### src/rtl/hdb3_plug_b.sv
// HDB3 B-insertion stage: delays the V-stage code stream by four symbols and
// turns the first zero of a 000V group into B when the preceding mark count is even.
module hdb3_plug_b (
    input  logic       i_clk,
    input  logic       i_rst_n,
    input  logic [1:0] i_plug_v_code,
    output logic [1:0] o_plug_b_code,
    output logic       o_valid,
    output logic       o_err
);

    localparam logic [1:0] SYM_ZERO = 2'b00;
    localparam logic [1:0] SYM_MARK = 2'b01;
    localparam logic [1:0] SYM_V    = 2'b10;
    localparam logic [1:0] SYM_B    = 2'b11;

    localparam logic [2:0] FILL_FULL = 3'd4;

    // Free-running stream: no handshake; one symbol in and one out every clock.
    logic [1:0] sr0_q, sr1_q, sr2_q, sr3_q;
    logic [1:0] sr0_d, sr3_d;
    logic       parity_q, parity_d;   // 1 = odd number of marks since last V
    logic [2:0] fill_q, fill_d;
    logic       err_q, err_d;
    logic       in_illegal;
    logic       in_v;

    assign in_illegal = (i_plug_v_code == SYM_B);
    assign in_v       = (i_plug_v_code == SYM_V);

    always_comb begin
        sr0_d    = in_illegal ? SYM_ZERO : i_plug_v_code;
        sr3_d    = sr2_q;
        parity_d = parity_q;
        fill_d   = fill_q;
        err_d    = in_illegal;

        // sr2 holds the first zero of the 000V group while V is at the input.
        if (in_v && !parity_q) begin
            sr3_d = SYM_B;
        end

        if (i_plug_v_code == SYM_MARK) begin
            parity_d = ~parity_q;
        end else if (in_v) begin
            parity_d = 1'b0;
        end

        if (fill_q != FILL_FULL) begin
            fill_d = fill_q + 3'd1;
        end
    end

    always_ff @(posedge i_clk or negedge i_rst_n) begin
        if (!i_rst_n) begin
            sr0_q    <= SYM_ZERO;
            sr1_q    <= SYM_ZERO;
            sr2_q    <= SYM_ZERO;
            sr3_q    <= SYM_ZERO;
            parity_q <= 1'b0;
            fill_q   <= 3'd0;
            err_q    <= 1'b0;
        end else begin
            sr0_q    <= sr0_d;
            sr1_q    <= sr0_q;
            sr2_q    <= sr1_q;
            sr3_q    <= sr3_d;
            parity_q <= parity_d;
            fill_q   <= fill_d;
            err_q    <= err_d;
        end
    end

    assign o_plug_b_code = sr3_q;
    assign o_valid       = (fill_q == FILL_FULL);
    assign o_err         = err_q;

endmodule

### config.mk
export PLATFORM = sky130hd
export DESIGN_NAME = hdb3_plug_b
export DESIGN_NICKNAME = d
export VERILOG_FILES = /design/src/rtl/hdb3_plug_b.sv
export SDC_FILE = /design/constraint.sdc
export NUM_CORES = 1
export LEC_CHECK = 0
export ABC_AREA = 1
export BUFFER_PORTS_ARGS = -buffer_cell sky130_fd_sc_hd__buf_2
export CAP_MARGIN = 20
export CELL_PAD_IN_SITES_DETAIL_PLACEMENT = 2
export CELL_PAD_IN_SITES_GLOBAL_PLACEMENT = 2
export CORE_MARGIN = 2
export CORE_UTILIZATION = 33
export CTS_CLUSTER_DIAMETER = 50
export DETAILED_ROUTE_END_ITERATION = 10
export PLACE_DENSITY = 0.67
export SYNTH_ARGS = -nofsm -noshare
export SYNTH_HDL_FRONTEND = slang
export SYNTH_SLANG_ARGS = --single-unit
### constraint.sdc
create_clock -name i_clk -period 1.4 [get_ports i_clk]
set_clock_uncertainty 0.15 [all_clocks]
set_input_delay 0.28 -clock i_clk [delete_from_list [all_inputs] [get_ports i_clk]]
set_output_delay 0.28 -clock i_clk [all_outputs]
set_load 0.01 [all_outputs]
==> results of run 1 <==
timing repair:
action	CTS	global route
endpoints found under the setup margin	1	1
setup buffers	5	2
hold buffers	1	0
pin swaps	1	1
gates resized for setup	7	0
endpoints found under the hold margin	13	0
final cells by class:
cell class,count,share of cell area
multi-input cells,22,0.255
flip-flops and latches,13,0.471
clock inverters,1,0.00725
repair buffers,15,0.150
inverters,10,0.0543
clock buffers,3,0.0326
well taps,16,0.0290
logic make-up after synthesis:
family          after synthesis  synth area share
compound gates                2            0.0288
buf+inv                      10            0.0720
simple gates                 13             0.108
flops                        13             0.623
fa+ha+maj                     7             0.168
registers in the layout (all words and copies together), names as in the netlist:
signal and count:
o_err 1, sr1_q 2, sr0_q 2, sr2_q 2, parity_q 1, fill_q 3
o_plug_b_code 2
per-stage QoR:
step,setup WS [ns],setup TNS (ns),total power [uW],utilization
finish,-0.167,-0.167,677,0.464
global route,-0.229,-0.229,735,0.464
CTS,-0.129,-0.129,695,0.454
detailed placement,-0.00574,-0.00574,457,0.387
global placement,0.0927,0,453,0.387
floorplan,0.175,0,427,-
routing by layer:
layer / track usage / share of wire
met2: 0.276 / 0.56
met5: 0 / 0
met1: 0.176 / 0.39
met4: 0.0727 / 0.015
met3: 0.0375 / 0.035
where the power goes:
part,internal (uW),leakage (uW),total (uW),switching (uW)
Clock,106,0.0000177,227,121
Sequential,394,0.000164,402,8.36
Combinational,18.6,0.000208,47.7,29.1
worst reg2reg max path, stage by stage, from the launching register on:
cell and delay (ns):
dfrtp_1 0.40, buf_4 0.13, buf_4 0.13, ha_1 0.19, inv_1 0.06, nand2_1 0.06, nand3_1 0.10
cells in the final DEF (no fill, tap or decap):
cell / count
dfrtp_1: 13
nand2_1: 8
inv_1: 7
buf_4: 7
ha_1: 6
buf_2: 6
nand3_1: 4
inv_2: 3
clkbuf_4: 3
o21bai_1: 2
nand2_4: 1
ha_4: 1
clkinv_2: 1
dlygate4sd3_1: 1
buf_6: 1
worst min-delay path by stage:
stage                          start   endpoint  slack, ns
CTS                 i_plug_v_code[1]      o_err       0.13
global route        i_plug_v_code[0]      o_err       0.15
finish              i_plug_v_code[1]      o_err       0.15
global placement             i_rst_n  fill_q[2]       0.03
detailed placement           i_rst_n  fill_q[2]       0.03
floorplan                    i_rst_n  fill_q[0]      -0.17
==> impl_metrics.prom, run 1 <==
# TYPE chip_impl_metric gauge
chip_impl_info{name="crit_family",value="flip-flops"} 1
chip_impl_metric{name="io_buffers",unit=""} 7
chip_impl_metric{name="path_depth",unit=""} 5
chip_impl_metric{name="setup_viol_count_final",unit=""} 1
chip_impl_metric{name="filler_cell_count",unit=""} 170
chip_impl_info{name="crit-reg2reg-launch",value="fill_q[1]"} 1
chip_impl_metric{name="arrival",unit="ns"} 1.14
chip_impl_metric{name="synth.yosys.warnings",unit=""} 0
chip_impl_metric{name="fp.dieH",unit="um"} 43.8
chip_impl_info{name="cpMostUsedCell",value="inv_2"} 1
chip_impl_metric{name="detail_route.wl_per_cell",unit="um"} 15.9
chip_impl_metric{name="drv_slew",unit=""} 0
chip_impl_metric{name="postLayoutSetupSlackWorst",unit="ns"} -0.167
chip_impl_info{name="worstSetupEndpointType",value="output pin"} 1
chip_impl_metric{name="min_delay_path_depth",unit=""} 2
chip_impl_metric{name="ioPinCount",unit=""} 8
chip_impl_metric{name="overflow",unit=""} 0
chip_impl_metric{name="worstMarginPinSlew",unit="ns"} 0.298
chip_impl_metric{name="dp_cells",unit=""} 68
chip_impl_metric{name="clockBufferDepth",unit=""} 2
chip_impl_metric{name="fin_hold_ws",unit="ns"} 0.151
chip_impl_metric{name="synth_top_cell_area_share",unit=""} 0.624
chip_impl_metric{name="max-slew-margin-rel",unit=""} 0.801
chip_impl_info{name="critical_path_class",value="reg2out"} 1
chip_impl_metric{name="htree_num_levels",unit=""} 1
chip_impl_info{name="synth_area_leader_cell",value="dfrtp_1"} 1
chip_impl_info{name="postSynth.topFlopCell",value="dfrtp_1"} 1
chip_impl_info{name="setup.worst_path.start_class",value="flop"} 1
chip_impl_metric{name="drt_pass1_iterations",unit=""} 1
chip_impl_info{name="yosysMostFrequentCell",value="dfrtp_1"} 1
chip_impl_metric{name="groute.usage.overall",unit=""} 0.157
chip_impl_info{name="rsz0062_at_grt",value="yes"} 1
chip_impl_info{name="hold_path.class",value="in2reg"} 1
chip_impl_metric{name="dp_hpwl",unit="um"} 786
chip_impl_metric{name="layout-drive-gt1-share",unit=""} 0.359
chip_impl_metric{name="detail_route.drc_violations",unit=""} 0
chip_impl_metric{name="timing.final.crit_share",unit=""} 1.12
chip_impl_metric{name="synth-async-reset-ratio",unit=""} 1.00
chip_impl_metric{name="synthToLayoutAreaGrowth",unit="%"} 32.4
chip_impl_metric{name="initial_utilization",unit=""} 0.350
chip_impl_metric{name="multi_input_area",unit="um2"} 176
chip_impl_info{name="synth.top_cells.by_area",value="dfrtp_1, ha_1, inv_1"} 1
chip_impl_info{name="startpoint",value="fill_q[0]"} 1
chip_impl_metric{name="syn_inst",unit=""} 45
chip_impl_metric{name="post_synth.cell_area_avg",unit="um2"} 11.6
chip_impl_metric{name="maxCapViolations",unit=""} 0
chip_impl_metric{name="post_dp_cell_area",unit="um2"} 577
chip_impl_metric{name="vias",unit=""} 359
chip_impl_metric{name="clk_pin_slew",unit="ns"} 0.08
chip_impl_metric{name="totalWireLength",unit="mm"} 1.27
chip_impl_metric{name="synth_enable_flop_cells",unit=""} 0
chip_impl_metric{name="grt_max_degree",unit=""} 14
chip_impl_metric{name="cts_num_sinks",unit=""} 13
chip_impl_metric{name="power_density",unit="nW/um2"} 980
chip_impl_metric{name="synthesized_cell_area",unit="um2"} 522
chip_impl_metric{name="grt_pass1_wl",unit="mm"} 2.06
chip_impl_metric{name="placeableCoreArea",unit="um2"} 1490
chip_impl_metric{name="p_leak",unit="uW"} 0.000390
chip_impl_metric{name="rows",unit=""} 14
chip_impl_info{name="tritoncts",value="yes"} 1
chip_impl_metric{name="syn_nets",unit=""} 56
chip_impl_metric{name="timing.critical_path.fanout_max",unit=""} 2
chip_impl_metric{name="worst-r2r-cell-count",unit=""} 6
chip_impl_metric{name="detail_route.iter0.violations",unit=""} 0
chip_impl_metric{name="antenna_left",unit=""} 0
chip_impl_metric{name="finish.cell_count_without_fillers",unit=""} 80
chip_impl_info{name="cts.root.buffer_cell",value="clkbuf_4"} 1
chip_impl_metric{name="seqCellArea",unit="um2"} 325
chip_impl_info{name="terminus_of_the_critical_flop_to_flop_path",value="fill_q[2]"} 1
chip_impl_metric{name="clkLatencyLatePin",unit="ns"} 0.27
chip_impl_info{name="outcome",value="finished, violations left"} 1
chip_impl_metric{name="floorplan.die_area",unit="um2"} 1910
chip_impl_info{name="critical_path_sink",value="o_valid"} 1
chip_impl_metric{name="fmax",unit="MHz"} 638
chip_impl_info{name="synth.cells.most_frequent",value="dfrtp_1, inv_1, nand2_1, ha_1, nand3_1"} 1
chip_impl_metric{name="ys_ff_latch",unit=""} 13
chip_impl_metric{name="ir_drop",unit="uV"} 550
chip_impl_info{name="timing.critical_path.cells",value="inv_2 -> ha_4 -> nand2_4 -> inv_2 -> buf_6"} 1
chip_impl_metric{name="worstPathRequired",unit="ns"} 0.97
chip_impl_metric{name="post-route-cell-area",unit="um2"} 691
chip_impl_metric{name="ys_seq_area_frac",unit=""} 0.624
chip_impl_metric{name="hold_violations",unit=""} 0
chip_impl_metric{name="grt_pass1_vias",unit=""} 434
chip_impl_metric{name="num_antenna_cells",unit=""} 0
chip_impl_metric{name="path_buf_inv",unit=""} 3
chip_impl_metric{name="synth.distinct_cells",unit=""} 7
chip_impl_metric{name="timing.critical_path.slowest_cell_delay",unit="ns"} 0.41
chip_impl_info{name="violations",value="setup timing"} 1
chip_impl_info{name="timing.critical_path.slowest_stage_cell",value="dfrtp_1"} 1
chip_impl_metric{name="die_width",unit="um"} 43.8
chip_impl_metric{name="layout_min_cycle_time",unit="ns"} 1.57
chip_impl_metric{name="number_of_antenna_violations_at_the_first_check_in_global_routing",unit=""} 0
chip_impl_metric{name="place_congestion",unit=""} 0.642
chip_impl_metric{name="cts-buffers-inserted",unit=""} 3
chip_impl_metric{name="setup.reg_to_reg.worst_slack",unit="ns"} 0.12
chip_impl_metric{name="finalNetCount",unit=""} 76
chip_impl_metric{name="viasPerCell",unit=""} 4.49
Note: power is estimated with default switching activity, not from simulation.
==> run 2, diff against run 1 <==
--- a/config.mk
+++ b/config.mk
@@ -7,3 +7,2 @@
 export LEC_CHECK = 0
-export ABC_AREA = 1
 export BUFFER_PORTS_ARGS = -buffer_cell sky130_fd_sc_hd__buf_2
@@ -13,6 +12,6 @@
 export CORE_MARGIN = 2
-export CORE_UTILIZATION = 33
+export CORE_UTILIZATION = 34
 export CTS_CLUSTER_DIAMETER = 50
 export DETAILED_ROUTE_END_ITERATION = 10
-export PLACE_DENSITY = 0.67
+export PLACE_DENSITY = 0.66
 export SYNTH_ARGS = -nofsm -noshare
--- a/constraint.sdc
+++ b/constraint.sdc
@@ -4,2 +4,2 @@
 set_output_delay 0.28 -clock i_clk [all_outputs]
-set_load 0.01 [all_outputs]
+set_load 0.02 [all_outputs]
==> impl_metrics.prom, run 2 <==
# TYPE chip_impl_metric gauge
chip_impl_metric{name="cts_num_sinks",unit=""} 13
chip_impl_metric{name="num_antenna_cells",unit=""} 0
chip_impl_metric{name="number_of_antenna_violations_at_the_first_check_in_global_routing",unit=""} 0
chip_impl_metric{name="viasPerCell",unit=""} 4.45
chip_impl_metric{name="synthToLayoutAreaGrowth",unit="%"} 29.7
chip_impl_info{name="cts.root.buffer_cell",value="clkbuf_4"} 1
chip_impl_metric{name="syn_nets",unit=""} 48
chip_impl_metric{name="clkLatencyLatePin",unit="ns"} 0.26
chip_impl_info{name="worstSetupEndpointType",value="output pin"} 1
chip_impl_info{name="synth.cells.most_frequent",value="dfrtp_1, ha_1, inv_1, nand2b_1"} 1
chip_impl_metric{name="clk_pin_slew",unit="ns"} 0.08
chip_impl_info{name="hold_path.startpoint",value="i_plug_v_code[1]"} 1
chip_impl_metric{name="power_density",unit="nW/um2"} 1020
chip_impl_metric{name="setup.reg_to_reg.worst_slack",unit="ns"} 0.01
chip_impl_info{name="outcome",value="finished, violations left"} 1
chip_impl_info{name="largest-register",value="fill_q"} 1
chip_impl_metric{name="totalWireLength",unit="um"} 985
chip_impl_metric{name="worstMarginPinSlew",unit="ns"} 0.284
chip_impl_metric{name="syn_inst",unit=""} 37
chip_impl_info{name="synth_area_leader_cell",value="dfrtp_1"} 1
chip_impl_metric{name="overflow",unit=""} 0
chip_impl_metric{name="timing.critical_path.slowest_cell_delay",unit="ns"} 0.39
chip_impl_info{name="timing.hold.worst_endpoint",value="sr0_q[1]"} 1
chip_impl_info{name="hold_path.class",value="in2reg"} 1
chip_impl_info{name="crit-reg2reg-launch",value="fill_q[1]"} 1
chip_impl_metric{name="post_dp_cell_area",unit="um2"} 564
chip_impl_info{name="mostFrequentLayoutCell",value="dfrtp_1"} 1
chip_impl_metric{name="path_buf_inv",unit=""} 3
chip_impl_info{name="postSynth.topFlopCell",value="dfrtp_1"} 1
chip_impl_metric{name="floorplan.die_area",unit="um2"} 1830
chip_impl_metric{name="ioPinCount",unit=""} 8
chip_impl_metric{name="synth-async-reset-ratio",unit=""} 1.00
chip_impl_metric{name="groute.usage.overall",unit=""} 0.139
chip_impl_info{name="timing.critical_path.cells",value="inv_1 -> ha_4 -> nand2_4 -> inv_2 -> buf_6"} 1
chip_impl_info{name="grt_busiest_layer",value="met2"} 1
chip_impl_metric{name="largest_register_ffs",unit=""} 3
chip_impl_info{name="timing.critical_path.slowest_stage_cell",value="dfrtp_1"} 1
chip_impl_info{name="synth.top_cells.by_area",value="dfrtp_1, ha_1, nand2b_1"} 1
chip_impl_metric{name="grt_pass1_vias",unit=""} 363
chip_impl_info{name="rsz0062_at_grt",value="yes"} 1
chip_impl_metric{name="layout-drive-gt1-share",unit=""} 0.370
chip_impl_info{name="yosysMostFrequentCell",value="dfrtp_1"} 1
chip_impl_metric{name="antenna_left",unit=""} 0
chip_impl_metric{name="synth_enable_flop_cells",unit=""} 0
chip_impl_metric{name="io_buffers",unit=""} 7
chip_impl_info{name="critical_path_class",value="reg2out"} 1
chip_impl_metric{name="maxCapViolations",unit=""} 0
chip_impl_info{name="violations",value="setup timing"} 1
chip_impl_metric{name="grt_pass1_wl",unit="mm"} 1.74
chip_impl_metric{name="synth.yosys.warnings",unit=""} 0
chip_impl_metric{name="die_width",unit="um"} 42.8
chip_impl_metric{name="min_delay_path_depth",unit=""} 2
chip_impl_metric{name="place_congestion",unit=""} 0.599
chip_impl_metric{name="dp_hpwl",unit="um"} 721
chip_impl_metric{name="timing.critical_path.fanout_max",unit=""} 2
chip_impl_metric{name="timing.final.crit_share",unit=""} 1.10
chip_impl_metric{name="hold_violations",unit=""} 0
chip_impl_metric{name="ys_seq_area_frac",unit=""} 0.637
chip_impl_metric{name="synth.distinct_cells",unit=""} 12
chip_impl_metric{name="detail_route.drc_violations",unit=""} 0
chip_impl_metric{name="detail_route.iter0.violations",unit=""} 0
chip_impl_metric{name="drt_pass1_iterations",unit=""} 1
chip_impl_metric{name="synthesized_cell_area",unit="um2"} 510
chip_impl_info{name="terminus_of_the_critical_flop_to_flop_path",value="fill_q[1]"} 1
chip_impl_metric{name="vias",unit=""} 307
chip_impl_metric{name="cts-buffers-inserted",unit=""} 3
chip_impl_metric{name="clockBufferDepth",unit=""} 2
chip_impl_metric{name="drv_slew",unit=""} 0
chip_impl_metric{name="arrival",unit="ns"} 1.11
chip_impl_metric{name="setup_viol_count_final",unit=""} 1
chip_impl_info{name="highest_count_cells_in_the_layout_ignoring_fill_and_taps",value="dfrtp_1, ha_1, buf_2, buf_4, nand2b_1"} 1
chip_impl_metric{name="fp.dieH",unit="um"} 42.8
chip_impl_metric{name="fmax",unit="MHz"} 647
chip_impl_metric{name="globalRouteMet1Util",unit=""} 0.140
chip_impl_metric{name="worst-r2r-cell-count",unit=""} 5
chip_impl_metric{name="gr-usage-met2",unit=""} 0.245
chip_impl_metric{name="htree_num_levels",unit=""} 1
chip_impl_metric{name="rows",unit=""} 13
chip_impl_metric{name="grt_max_degree",unit=""} 14
chip_impl_metric{name="finalNetCount",unit=""} 66
chip_impl_metric{name="ys_ff_latch",unit=""} 13
chip_impl_metric{name="max-slew-margin-rel",unit=""} 0.810
chip_impl_metric{name="p_leak",unit="uW"} 0.000348
chip_impl_info{name="setup.worst_path.start_class",value="flop"} 1
chip_impl_metric{name="initial_utilization",unit=""} 0.378
chip_impl_metric{name="placeableCoreArea",unit="um2"} 1350
chip_impl_metric{name="synth_top_cell_area_share",unit=""} 0.637
chip_impl_info{name="tritoncts",value="yes"} 1
chip_impl_metric{name="post-route-cell-area",unit="um2"} 662
chip_impl_info{name="crit_family",value="flip-flops"} 1
chip_impl_metric{name="layout_min_cycle_time",unit="ns"} 1.54
chip_impl_metric{name="post_synth.cell_area_avg",unit="um2"} 13.8
chip_impl_metric{name="ir_drop",unit="uV"} 721
chip_impl_metric{name="postLayoutSetupSlackWorst",unit="ns"} -0.144
chip_impl_metric{name="fin_hold_ws",unit="ns"} 0.163
chip_impl_metric{name="filler_cell_count",unit=""} 137
chip_impl_metric{name="worstPathRequired",unit="ns"} 0.97
chip_impl_metric{name="tns",unit="ns"} -0.144
chip_impl_metric{name="detail_route.wl_per_cell",unit="um"} 14.3
chip_impl_metric{name="met3_usage",unit=""} 0.0383
run 2: cell types whose count changed after synthesis, sizes merged, moves of 2 or more:
cell | previous run | this run
o21bai | 2 | 0
inv | 10 | 5
nand2 | 9 | 2
nand3 | 4 | 0
nand2b | 0 | 4
run 2: cells by family (layout without fill, tap and decap cells):
family	after synthesis	after routing	synth area share
adder cells (fa/ha/maj)	7	7	0.172
AND/OR/NAND/NOR	8	8	0.0882
buffers and inverters	5	22	0.0368
XOR/XNOR	1	1	0.0172
multiplexers	1	1	0.0294
AO/OA/AOI/OAI	2	2	0.0196
flip-flops	13	13	0.637
run 2: metal layers:
metal	share of wire	vias up	routed length, um
li1	-	145	-
met1	0.38	154	377
met2	0.57	6	562
met3	0.031	2	31
met4	0.014	0	14
met5	0	-	0
run 2: repair_timing:
action                                 in CTS  in global routing
setup buffers                               2                  3
hold buffers                                1                  0
setup endpoints to repair                   1                  2
gates resized for setup                     7                  0
pin swaps                                   2                  0
endpoints found under the hold margin      13                  0
run 2: worst max path at each step:
stage | depth (start not counted) | from | end
global route | 5 | fill_q[1] | o_valid
detailed placement | 5 | fill_q[0] | o_valid
global placement | 5 | fill_q[0] | o_valid
finish | 5 | fill_q[1] | o_valid
CTS | 5 | fill_q[0] | o_valid
floorplan | 4 | fill_q[0] | o_valid
run 2: cell type report:
| type | count | area (um2) | share of cell area |
|---|---|---|---|
| Sequential cell | 13 | 325 | 0.491 |
| Timing Repair Buffer | 13 | 88.8 | 0.134 |
| Multi-Input combinational cell | 19 | 184 | 0.278 |
| Tap cell | 15 | 18.8 | 0.0284 |
| Clock buffer | 4 | 26.3 | 0.0397 |
| Inverter | 5 | 18.8 | 0.0284 |
run 2: metrics by stage:
step                std cells  setup WS, ns  power (uW)  utilization
floorplan                  37         0.132         431            -
global placement           59        0.0723         453        0.418
detailed placement         59       -0.0185         460        0.418
CTS                        66        -0.162         690        0.474
global route               69        -0.200         717        0.490
finish                     69        -0.144         674        0.490
run 2: report_power, final:
group	internal, uW	total (uW)	leakage (uW)	switching, uW
sequential	394	401	0.000164	6.56
combinational	19.1	51.5	0.000169	32.4
clock	110	222	0.0000150	112
total	523	674	0.000348	151
